[src/rtl/round_sequencer_pkg.sv]
// Shared types and default timing for the round sequencer and the display path.
package round_sequencer_pkg;

    typedef enum logic [1:0] {
        COLLECT = 2'd0,
        EVAL    = 2'd1,
        SHOW    = 2'd2
    } state_t;

    localparam int ROUND_W            = 8;
    localparam int DEF_HOLD_CYCLES    = 10_000_000;
    localparam int DEF_TIMEOUT_CYCLES = 50_000_000;
    localparam int DEF_CNT_W          = 26;

endpackage

[src/rtl/round_sequencer_if.sv]
// Button inputs and strobe/status outputs of the round sequencer.
interface round_sequencer_if;
    import round_sequencer_pkg::*;

    // Buttons are levels; roll/eval/timeout are single-cycle strobes with no
    // back-pressure: a consumer must act on the cycle a strobe is high.
    logic               btn1;
    logic               btn2;
    logic               roll1_o;
    logic               roll2_o;
    logic               eval_o;
    logic               wait1_o;
    logic               wait2_o;
    logic               hold_o;
    logic               timeout_o;
    logic [ROUND_W-1:0] round_cnt_o;
    state_t             state_o;

    modport master (
        output btn1, btn2,
        input  roll1_o, roll2_o, eval_o, wait1_o, wait2_o, hold_o, timeout_o,
        input  round_cnt_o, state_o
    );

    modport slave (
        input  btn1, btn2,
        output roll1_o, roll2_o, eval_o, wait1_o, wait2_o, hold_o, timeout_o,
        output round_cnt_o, state_o
    );

endinterface

[src/rtl/round_sequencer_btn_edge.sv]
// Rising-edge detector: press is high in the first cycle a level input is high.
module btn_edge (
    input  logic clk,
    input  logic rst_n,
    input  logic btn,
    output logic press
);

    logic prev;

    always_ff @(posedge clk or negedge rst_n) begin
        if (!rst_n) begin
            prev <= 1'b0;
        end else begin
            prev <= btn;
        end
    end

    assign press = btn & ~prev;

endmodule

[src/rtl/round_sequencer.sv]
// Game-round controller: collects one roll per player, strobes evaluation,
// holds the display for a fixed time and aborts half-finished rounds.
module round_sequencer
    import round_sequencer_pkg::*;
#(
    parameter int HOLD_CYCLES    = DEF_HOLD_CYCLES,
    parameter int TIMEOUT_CYCLES = DEF_TIMEOUT_CYCLES,
    parameter int CNT_W          = DEF_CNT_W
) (
    input  logic              clk,
    input  logic              rst_n,
    round_sequencer_if.slave  bus
);

    localparam logic [CNT_W-1:0] TIMEOUT_LAST = CNT_W'(TIMEOUT_CYCLES - 1);
    localparam logic [CNT_W-1:0] HOLD_LAST    = CNT_W'(HOLD_CYCLES - 1);

    logic               press1;
    logic               press2;
    logic               new1;
    logic               new2;
    state_t             state;
    logic               acc1;
    logic               acc2;
    logic [CNT_W-1:0]   cnt;
    logic               roll1_q;
    logic               roll2_q;
    logic               eval_q;
    logic               wait1_q;
    logic               wait2_q;
    logic               hold_q;
    logic               timeout_q;
    logic [ROUND_W-1:0] round_q;

    btn_edge u_edge1 (.clk(clk), .rst_n(rst_n), .btn(bus.btn1), .press(press1));
    btn_edge u_edge2 (.clk(clk), .rst_n(rst_n), .btn(bus.btn2), .press(press2));

    assign new1 = press1 & ~acc1;
    assign new2 = press2 & ~acc2;

    always_ff @(posedge clk or negedge rst_n) begin
        if (!rst_n) begin
            state     <= COLLECT;
            acc1      <= 1'b0;
            acc2      <= 1'b0;
            cnt       <= '0;
            roll1_q   <= 1'b0;
            roll2_q   <= 1'b0;
            eval_q    <= 1'b0;
            wait1_q   <= 1'b1;
            wait2_q   <= 1'b1;
            hold_q    <= 1'b0;
            timeout_q <= 1'b0;
            round_q   <= '0;
        end else begin
            roll1_q   <= 1'b0;
            roll2_q   <= 1'b0;
            eval_q    <= 1'b0;
            timeout_q <= 1'b0;
            case (state)
                COLLECT: begin
                    if (acc1 && acc2) begin
                        state   <= EVAL;
                        eval_q  <= 1'b1;
                        hold_q  <= 1'b1;
                        round_q <= round_q + ROUND_W'(1);
                        acc1    <= 1'b0;
                        acc2    <= 1'b0;
                        cnt     <= '0;
                    end else begin
                        roll1_q <= new1;
                        roll2_q <= new2;
                        if (new1) begin
                            acc1    <= 1'b1;
                            wait1_q <= 1'b0;
                        end
                        if (new2) begin
                            acc2    <= 1'b1;
                            wait2_q <= 1'b0;
                        end
                        // A late press on the expiry cycle completes the round
                        // instead of aborting it.
                        if (acc1 ^ acc2) begin
                            if (new1 || new2) begin
                                cnt <= '0;
                            end else if (cnt == TIMEOUT_LAST) begin
                                timeout_q <= 1'b1;
                                acc1      <= 1'b0;
                                acc2      <= 1'b0;
                                wait1_q   <= 1'b1;
                                wait2_q   <= 1'b1;
                                cnt       <= '0;
                            end else begin
                                cnt <= cnt + CNT_W'(1);
                            end
                        end else begin
                            cnt <= '0;
                        end
                    end
                end
                EVAL: begin
                    state <= SHOW;
                    cnt   <= '0;
                end
                SHOW: begin
                    if (cnt == HOLD_LAST) begin
                        state   <= COLLECT;
                        hold_q  <= 1'b0;
                        wait1_q <= 1'b1;
                        wait2_q <= 1'b1;
                        cnt     <= '0;
                    end else begin
                        cnt <= cnt + CNT_W'(1);
                    end
                end
                default: begin
                    state <= COLLECT;
                end
            endcase
        end
    end

    assign bus.roll1_o     = roll1_q;
    assign bus.roll2_o     = roll2_q;
    assign bus.eval_o      = eval_q;
    assign bus.wait1_o     = wait1_q;
    assign bus.wait2_o     = wait2_q;
    assign bus.hold_o      = hold_q;
    assign bus.timeout_o   = timeout_q;
    assign bus.round_cnt_o = round_q;
    assign bus.state_o     = state;

endmodule

[src/flat_wrapper.sv]
// flat-port wrapper written by rule: the top's interface ports become plain ports
module round_sequencer_flat import round_sequencer_pkg::*;
#(
    parameter int HOLD_CYCLES    = DEF_HOLD_CYCLES,
    parameter int TIMEOUT_CYCLES = DEF_TIMEOUT_CYCLES,
    parameter int CNT_W          = DEF_CNT_W
)
  (clk, rst_n, bus_btn1, bus_btn2, bus_roll1_o, bus_roll2_o, bus_eval_o, bus_wait1_o, bus_wait2_o, bus_hold_o, bus_timeout_o, bus_round_cnt_o, bus_state_o);
  round_sequencer_if bus_i ();
  input  logic clk;
  input  logic rst_n;
  input wire logic [$bits(bus_i.btn1)-1:0] bus_btn1;
  input wire logic [$bits(bus_i.btn2)-1:0] bus_btn2;
  output wire logic [$bits(bus_i.roll1_o)-1:0] bus_roll1_o;
  output wire logic [$bits(bus_i.roll2_o)-1:0] bus_roll2_o;
  output wire logic [$bits(bus_i.eval_o)-1:0] bus_eval_o;
  output wire logic [$bits(bus_i.wait1_o)-1:0] bus_wait1_o;
  output wire logic [$bits(bus_i.wait2_o)-1:0] bus_wait2_o;
  output wire logic [$bits(bus_i.hold_o)-1:0] bus_hold_o;
  output wire logic [$bits(bus_i.timeout_o)-1:0] bus_timeout_o;
  output wire logic [$bits(bus_i.round_cnt_o)-1:0] bus_round_cnt_o;
  output wire logic [$bits(bus_i.state_o)-1:0] bus_state_o;
  assign bus_i.btn1 = bus_btn1;
  assign bus_i.btn2 = bus_btn2;
  assign bus_roll1_o = bus_i.roll1_o;
  assign bus_roll2_o = bus_i.roll2_o;
  assign bus_eval_o = bus_i.eval_o;
  assign bus_wait1_o = bus_i.wait1_o;
  assign bus_wait2_o = bus_i.wait2_o;
  assign bus_hold_o = bus_i.hold_o;
  assign bus_timeout_o = bus_i.timeout_o;
  assign bus_round_cnt_o = bus_i.round_cnt_o;
  assign bus_state_o = bus_i.state_o;
  round_sequencer #(.HOLD_CYCLES(HOLD_CYCLES), .TIMEOUT_CYCLES(TIMEOUT_CYCLES), .CNT_W(CNT_W)) u_core (.clk(clk), .rst_n(rst_n), .bus(bus_i));
endmodule
[config.mk]
export PLATFORM = sky130hd
export DESIGN_NAME = round_sequencer_flat
export DESIGN_NICKNAME = d
export VERILOG_FILES = /design/src/rtl/round_sequencer_pkg.sv /design/src/rtl/round_sequencer_if.sv /design/src/rtl/round_sequencer_btn_edge.sv /design/src/rtl/round_sequencer.sv /design/src/flat_wrapper.sv
export SDC_FILE = /design/constraint.sdc
export NUM_CORES = 1
export LEC_CHECK = 0
export ABC_AREA = 0
export CORE_MARGIN = 5
export CORE_UTILIZATION = 34
export CTS_BUF_LIST = sky130_fd_sc_hd__clkbuf_4 sky130_fd_sc_hd__clkbuf_8
export DETAILED_ROUTE_END_ITERATION = 12
export SLEW_MARGIN = 20
export SYNTH_ARGS = -nofsm -noshare
export SYNTH_HDL_FRONTEND = slang
export SYNTH_SLANG_ARGS = --single-unit
[constraint.sdc]
create_clock -name clk -period 2.1 [get_ports clk]
set_input_delay 0.63 -clock clk [delete_from_list [all_inputs] [get_ports clk]]
set_output_delay 0.63 -clock clk [all_outputs]
set_load 0.005 [all_outputs]
## Yosys cells after proc, flatten, opt, wreduce, memory -nomap -nowiden

Cells that the tools add are included.
W data, S select, Z words.

- Eq/ne operators: 7
- Add/sub/neg operators: 2
- Bitwise operators: 9
- Reductions and logical operators: 9
- Muxes and demuxes: 46

Operators by type and width:

| operator | number |
|---|---|
| $mux W26 | 5 |
| $pmux W26 S3 | 1 |
| $mux W1 | 34 |
| $add A26 B1 Y26 const B | 1 |
| $eq A26 B24 Y1 const B | 1 |
| $eq A26 B26 Y1 const B | 1 |
| $add A8 B1 Y8 const B | 1 |
| $pmux W1 S2 | 3 |
| $pmux W2 S3 | 1 |
| $reduce_and A3 Y1 | 2 |
| $and A1 B1 Y1 | 4 |
| $mux W2 | 2 |
| $ne A2 B1 Y1 const B | 2 |
| $not A1 Y1 | 4 |
| $reduce_and A2 Y1 | 2 |
| $reduce_bool A3 Y1 | 1 |
| $eq A2 B1 Y1 const B | 1 |
| $eq A2 B2 Y1 const B | 1 |
| $logic_not A2 Y1 | 1 |
| $ne A2 B2 Y1 const B | 1 |
| $reduce_bool A2 Y1 | 1 |
| $logic_and A1 B1 Y1 | 1 |
| $logic_or A1 B1 Y1 | 1 |
| $xor A1 B1 Y1 | 1 |

- Register bits: 47
- Bits of input ports: 4
- Logic and storage cells: 87
- Output and inout port bits: 17

## Longest topological paths before layout

- Depth after elaboration: 9
- Mapped depth: 7
- Depth with buffers taken out: 7

## By module

Synthesis repeated with hierarchy kept, for this count alone.

- Cells, all modules: 296
- Area, all modules: 2763.9 um^2

Modules (own cells, without submodules):

| module | instances | cells each | seq. area each (um^2) | area each (um^2) |
|---|---|---|---|---|
| round_sequencer | 1 | 292 | 1128.6 | 2686.3 |
| btn_edge | 2 | 2 | 25.0 | 38.8 |

## Worst setup path after synthesis

Ideal clock, no wire load.

- Path kind: flip-flop to flip-flop
- From: register u_core.state[0] (netlist: u_core.bus.state_o[0])
- To: register u_core.cnt[19]
- Buffers on the path: 0
- Slack: 0.126 ns
- Clock period less this slack: 1.974 ns
- Setup time: 0.119 ns
- Arrival: 1.855 ns
- Cell stages (with the launch flop): 7
- Required time: 1.981 ns
- Cell sequence: dfrtp_1 > ha_1 > nand3b_1 > or4_4 > nor4_1 > xnor2_1 > nor2_2

- Cells in the longest elaborated chain, start to end: 2
- Elaborated cells between the ends (all ways): 5
- Those cells by class: 2 x eq/ne; 1 x mux; 2 x reduce/logical

RTL lines:

| what | RTL line | source |
|---|---|---|
| start, declared | round_sequencer.sv:22 | `state_t state;` |
| start signal, assigned | round_sequencer.sv:43 | `state <= COLLECT;` |
| start signal, assigned | round_sequencer.sv:63 | `state <= EVAL;` |
| start signal, assigned | round_sequencer.sv:102 | `state <= SHOW;` |
| $eq A2 B2 Y1 (tied with other cells) | round_sequencer.sv:60 | `case (state)` |
| $pmux W26 S3 / $reduce_bool A3 Y1 (equally long branches) | -- |  |
| end signal, assigned | round_sequencer.sv:94 | `cnt <= cnt + CNT_W'(1);` |
| end signal, assigned | round_sequencer.sv:113 | `cnt <= cnt + CNT_W'(1);` |
| end, declared | round_sequencer.sv:25 | `logic [CNT_W-1:0] cnt;` |

Parallel ways exist; a longest one is shown, timed or not.
A chain may end at the register's enable or synchronous reset.

## Worst setup path after layout

- From: input bus_btn2
- To: register u_core.cnt[6]

- Cells in the longest elaborated chain, start to end: 7

RTL lines:

| what | RTL line | source |
|---|---|---|
| start, declared | flat_wrapper.sv:13 | `input wire logic [$bits(bus_i.btn2)-1:0] bus_btn2;` |
| $and A1 B1 Y1 | round_sequencer_btn_edge.sv:19 | `assign press = btn & ~prev;` |
| $and A1 B1 Y1 | round_sequencer.sv:39 | `assign new2 = press2 & ~acc2;` |
| $logic_or A1 B1 Y1 | round_sequencer.sv:84 | `if (new1 \|\| new2) begin` |
| $mux W26 | round_sequencer.sv:84 |  |
| $mux W26 | round_sequencer.sv:83 | `if (acc1 ^ acc2) begin` |
| $mux W26 | round_sequencer.sv:62 | `if (acc1 && acc2) begin` |
| $pmux W26 S3 | round_sequencer.sv:60 |  |

No other way between the ends.

==> flow_summary.json <==
{
  "status": "complete, no violations",
  "cts_tree": "done",
  "rows": 31,
  "die_y_um": 96.5,
  "top_register": "u_core.cnt",
  "viasPerCell": 5.09,
  "critPathLaunchType": "input port",
  "layout.nets": 309,
  "cts.sinks": 47,
  "h-tree-depth": 2,
  "synth-main-ff-cell": "dfrtp_1",
  "finClkSkew_ns": 0.00758,
  "cp_max_fo": 5,
  "hold_buffers": 0,
  "path_common_cell": "buf_6",
  "port_buffers": 20,
  "synth_xor_area_share_pct": 9.64,
  "fmax_ghz": 0.494,
  "crit_slowest_cell": "clkdlybuf4s50_1",
  "hpwl_um": 4200,
  "period_minus_slack_ns": 2.02,
  "fillers": 704,
  "relSlewSlack_pct": 68.6,
  "synth_top_family_by_area": "simple AND/OR/NAND/NOR gates",
  "layout_commonest_cell": "dfrtp_1",
  "crit_buf_inv": 3,
  "final_cell_mix": "45 x dfrtp_1, 25 x buf_4, 21 x nand2_1, 19 x clkdlybuf4s50_1, 18 x nor2_2",
  "max-cap-violations": 0,
  "vias": 2021,
  "clk_pin_slew_ns": 0.09,
  "final_antenna_net_count": 0,
  "firstDrtPassIters": 4,
  "hold_class": "input port to async pin",
  "fin_crit_sh_pct": 96.3,
  "power_mw": 3.12,
  "start_util_pct": 35.1,
  "syn_area_sq_um": 2540,
  "placed_cells": 384,
  "grt_max_degree": 29,
  "critPathKind": "input port to flip-flop",
  "synth-async-reset-ratio_pct": 100,
  "worst_hold_slack_ns": 0.289,
  "cp-end-kind": "flip-flop",
  "syn-num-nets": 259,
  "finalHoldViolations": 0,
  "ir_drop_mv": 0.366,
  "grt_pass1_wl_um": 9700,
  "p_leak_nw": 1.30,
  "drtIter0Drc": 146,
  "synth-seq-cells": 47,
  "grt_pass1_vias": 1978,
  "required_ns": 2.30,
  "crit_arrival_ns": 2.23,
  "synth_fa_ha_area_share_pct": 3.93,
  "report.final.slew_viol_count": 0,
  "dieArea_sq_um": 9320,
  "wl_per_cell_um": 14.5,
  "die_x_um": 96.5,
  "worst_path_dominant_cell_family": "simple AND/OR/NAND/NOR gates",
  "clk_path_buf_depth": 2,
  "setup_tns_ns": 0,
  "synth_warnings": 0,
  "coreArea_sq_um": 7250,
  "synth.avg_cell_area_sq_um": 10.3,
  "tightestPinTransition_ns": 0.467,
  "drc": 0,
  "largest_register_ffs": 26,
  "synthMuxAreaShare_pct": 0.442,
  "grt_remaining_overflow": 0,
  "num_antenna_cells": 0,
  "area_delta_synth_final_pct": 25.6,
  "synthCells": 247,
  "synth_compound_area_share_pct": 6.44,
  "pin_count": 21,
  "synth_edf_count": 0,
  "rsz0062_at_grt": "false",
  "layout-drive-gt1-share_pct": 26.8,
  "setup_violations": 0,
  "power_density_nw_per_um2": 977,
  "clock_latency_ns": 0.31,
  "seq_area_frac_synth_pct": 46.3,
  "place_congestion": 0.806,
  "cp_cell_sequence": "clkdlybuf4s50_1 > or3b_4 > nand3_4 > a2111oi_4 > nor3_4 > buf_6 > buf_6 > nor2_2",
  "grt_use_total_pct": 13.5,
  "synth-simple-area-share_pct": 30.0,
  "antenna_found_initial": 0,
  "cts_buffers": 5,
  "synth_cell_types": 47,
  "stdcell_count": 397,
  "root_buffer": "clkbuf_8",
  "max_stage_delay_ns": 0.49,
  "drt-total-wl_um": 5740
}
-- cell usage after synthesis (2+ instances only) --
library cell	number	area, sq um
ha_1	8	100
buf_2	3	15.0
clkbuf_1	2	7.51
xor2_1	13	114
o21ai_1	2	10.0
o211ai_1	2	15.0
xnor2_1	15	131
o21ai_0	9	45.0
nand2b_1	2	12.5
and3_1	6	37.5
and4_1	5	43.8
nor3_1	9	45.0
nor2_1	6	22.5
nand4_1	12	75.1
or3b_2	2	17.5
nand2_1	21	78.8
nor2_4	2	22.5
nor3b_1	4	30.0
a21oi_1	4	20.0
o21a_1	2	15.0
dfstp_2	2	52.6
buf_6	3	33.8
nand3_1	14	70.1
dfrtp_1	45	1130
inv_1	7	26.3
nand4b_1	2	17.5
nor4_1	8	50.1
nor2_2	18	113
-- what timing repair did --
action / CTS / global route
pin swaps: 3 / 3
setup buffers: 3 / 0
cloned: 2 / 0
resized for setup: 10 / 10
setup endpoints to repair: 23 / 26
-- per-stage QoR --
stage / util [%] / worst slack, ns / area [sq um]
2_1_floorplan: - / 0.126 / 2540
3_3_place_gp: 41.4 / -0.376 / 3000
3_5_place_dp: 41.4 / -0.378 / 3000
4_1_cts: 43.6 / 0.0192 / 3160
5_1_grt: 44.1 / 0.00364 / 3200
6_report: 44.1 / 0.0777 / 3200
-- cells by family (layout without fill, tap and decap cells) --
logic type / after synthesis / in the layout
adders and majority gates: 8 / 8
and+or+nand+nor: 124 / 124
muxes: 1 / 1
buffers and inverters: 15 / 66
xor gates and xnor gates: 28 / 28
AOI/OAI and AO/OA: 24 / 24
DFF: 47 / 47
-- power breakdown --
| part | total, mW | internal, mW | switching, mW |
|---|---|---|---|
| clock | 0.575 | 0.260 | 0.314 |
| combinational | 1.45 | 0.734 | 0.717 |
| sequential | 1.10 | 1.01 | 0.0836 |
-- worst paths after layout --
check                      slack, ns  depth (start not counted)                        endpoint                            from
min in group clk                0.47                          2  u_core.bus.wait2_o$_DFFE_PN1P_  u_core.bus.wait2_o$_DFFE_PN1P_
setup reg to reg                0.10                          7       u_core.cnt[3]$_DFFE_PN0P_       u_core.cnt[0]$_DFFE_PN0P_
hold / removal                  0.29                          2      u_core.cnt[13]$_DFFE_PN0P_                           rst_n
hold reg to reg                 0.47                          2  u_core.bus.wait2_o$_DFFE_PN1P_  u_core.bus.wait2_o$_DFFE_PN1P_
max in group asynchronous       1.46                          2  u_core.bus.wait1_o$_DFFE_PN1P_                           rst_n
setup / recovery                0.08                          8       u_core.cnt[6]$_DFFE_PN0P_                        bus_btn2
-- final cells by class --
| cell class | instances | area (sq um) | share of cell area [%] |
|---|---|---|---|
| clock buffers | 7 | 83.8 | 2.62 |
| clock inverters | 1 | 5.00 | 0.157 |
| inverters | 7 | 26.3 | 0.822 |
| multi-input cells | 185 | 1330 | 41.5 |
| flip-flops and latches | 47 | 1180 | 36.9 |
| well taps | 99 | 124 | 3.87 |
| repair buffers | 51 | 452 | 14.1 |
-- per-layer routing --
| metal | routed length [um] | track usage, % | vias to the layer above |
|---|---|---|---|
| met2 | 2780 | 22.7 | 46 |
| met1 | 2590 | 17.3 | 987 |
| met3 | 304 | 3.33 | 6 |
| met4 | 67 | 3.50 | 0 |
| met5 | 0 | 0 | - |
| li1 | - | - | 982 |
Power figures use the tool's default switching activity.
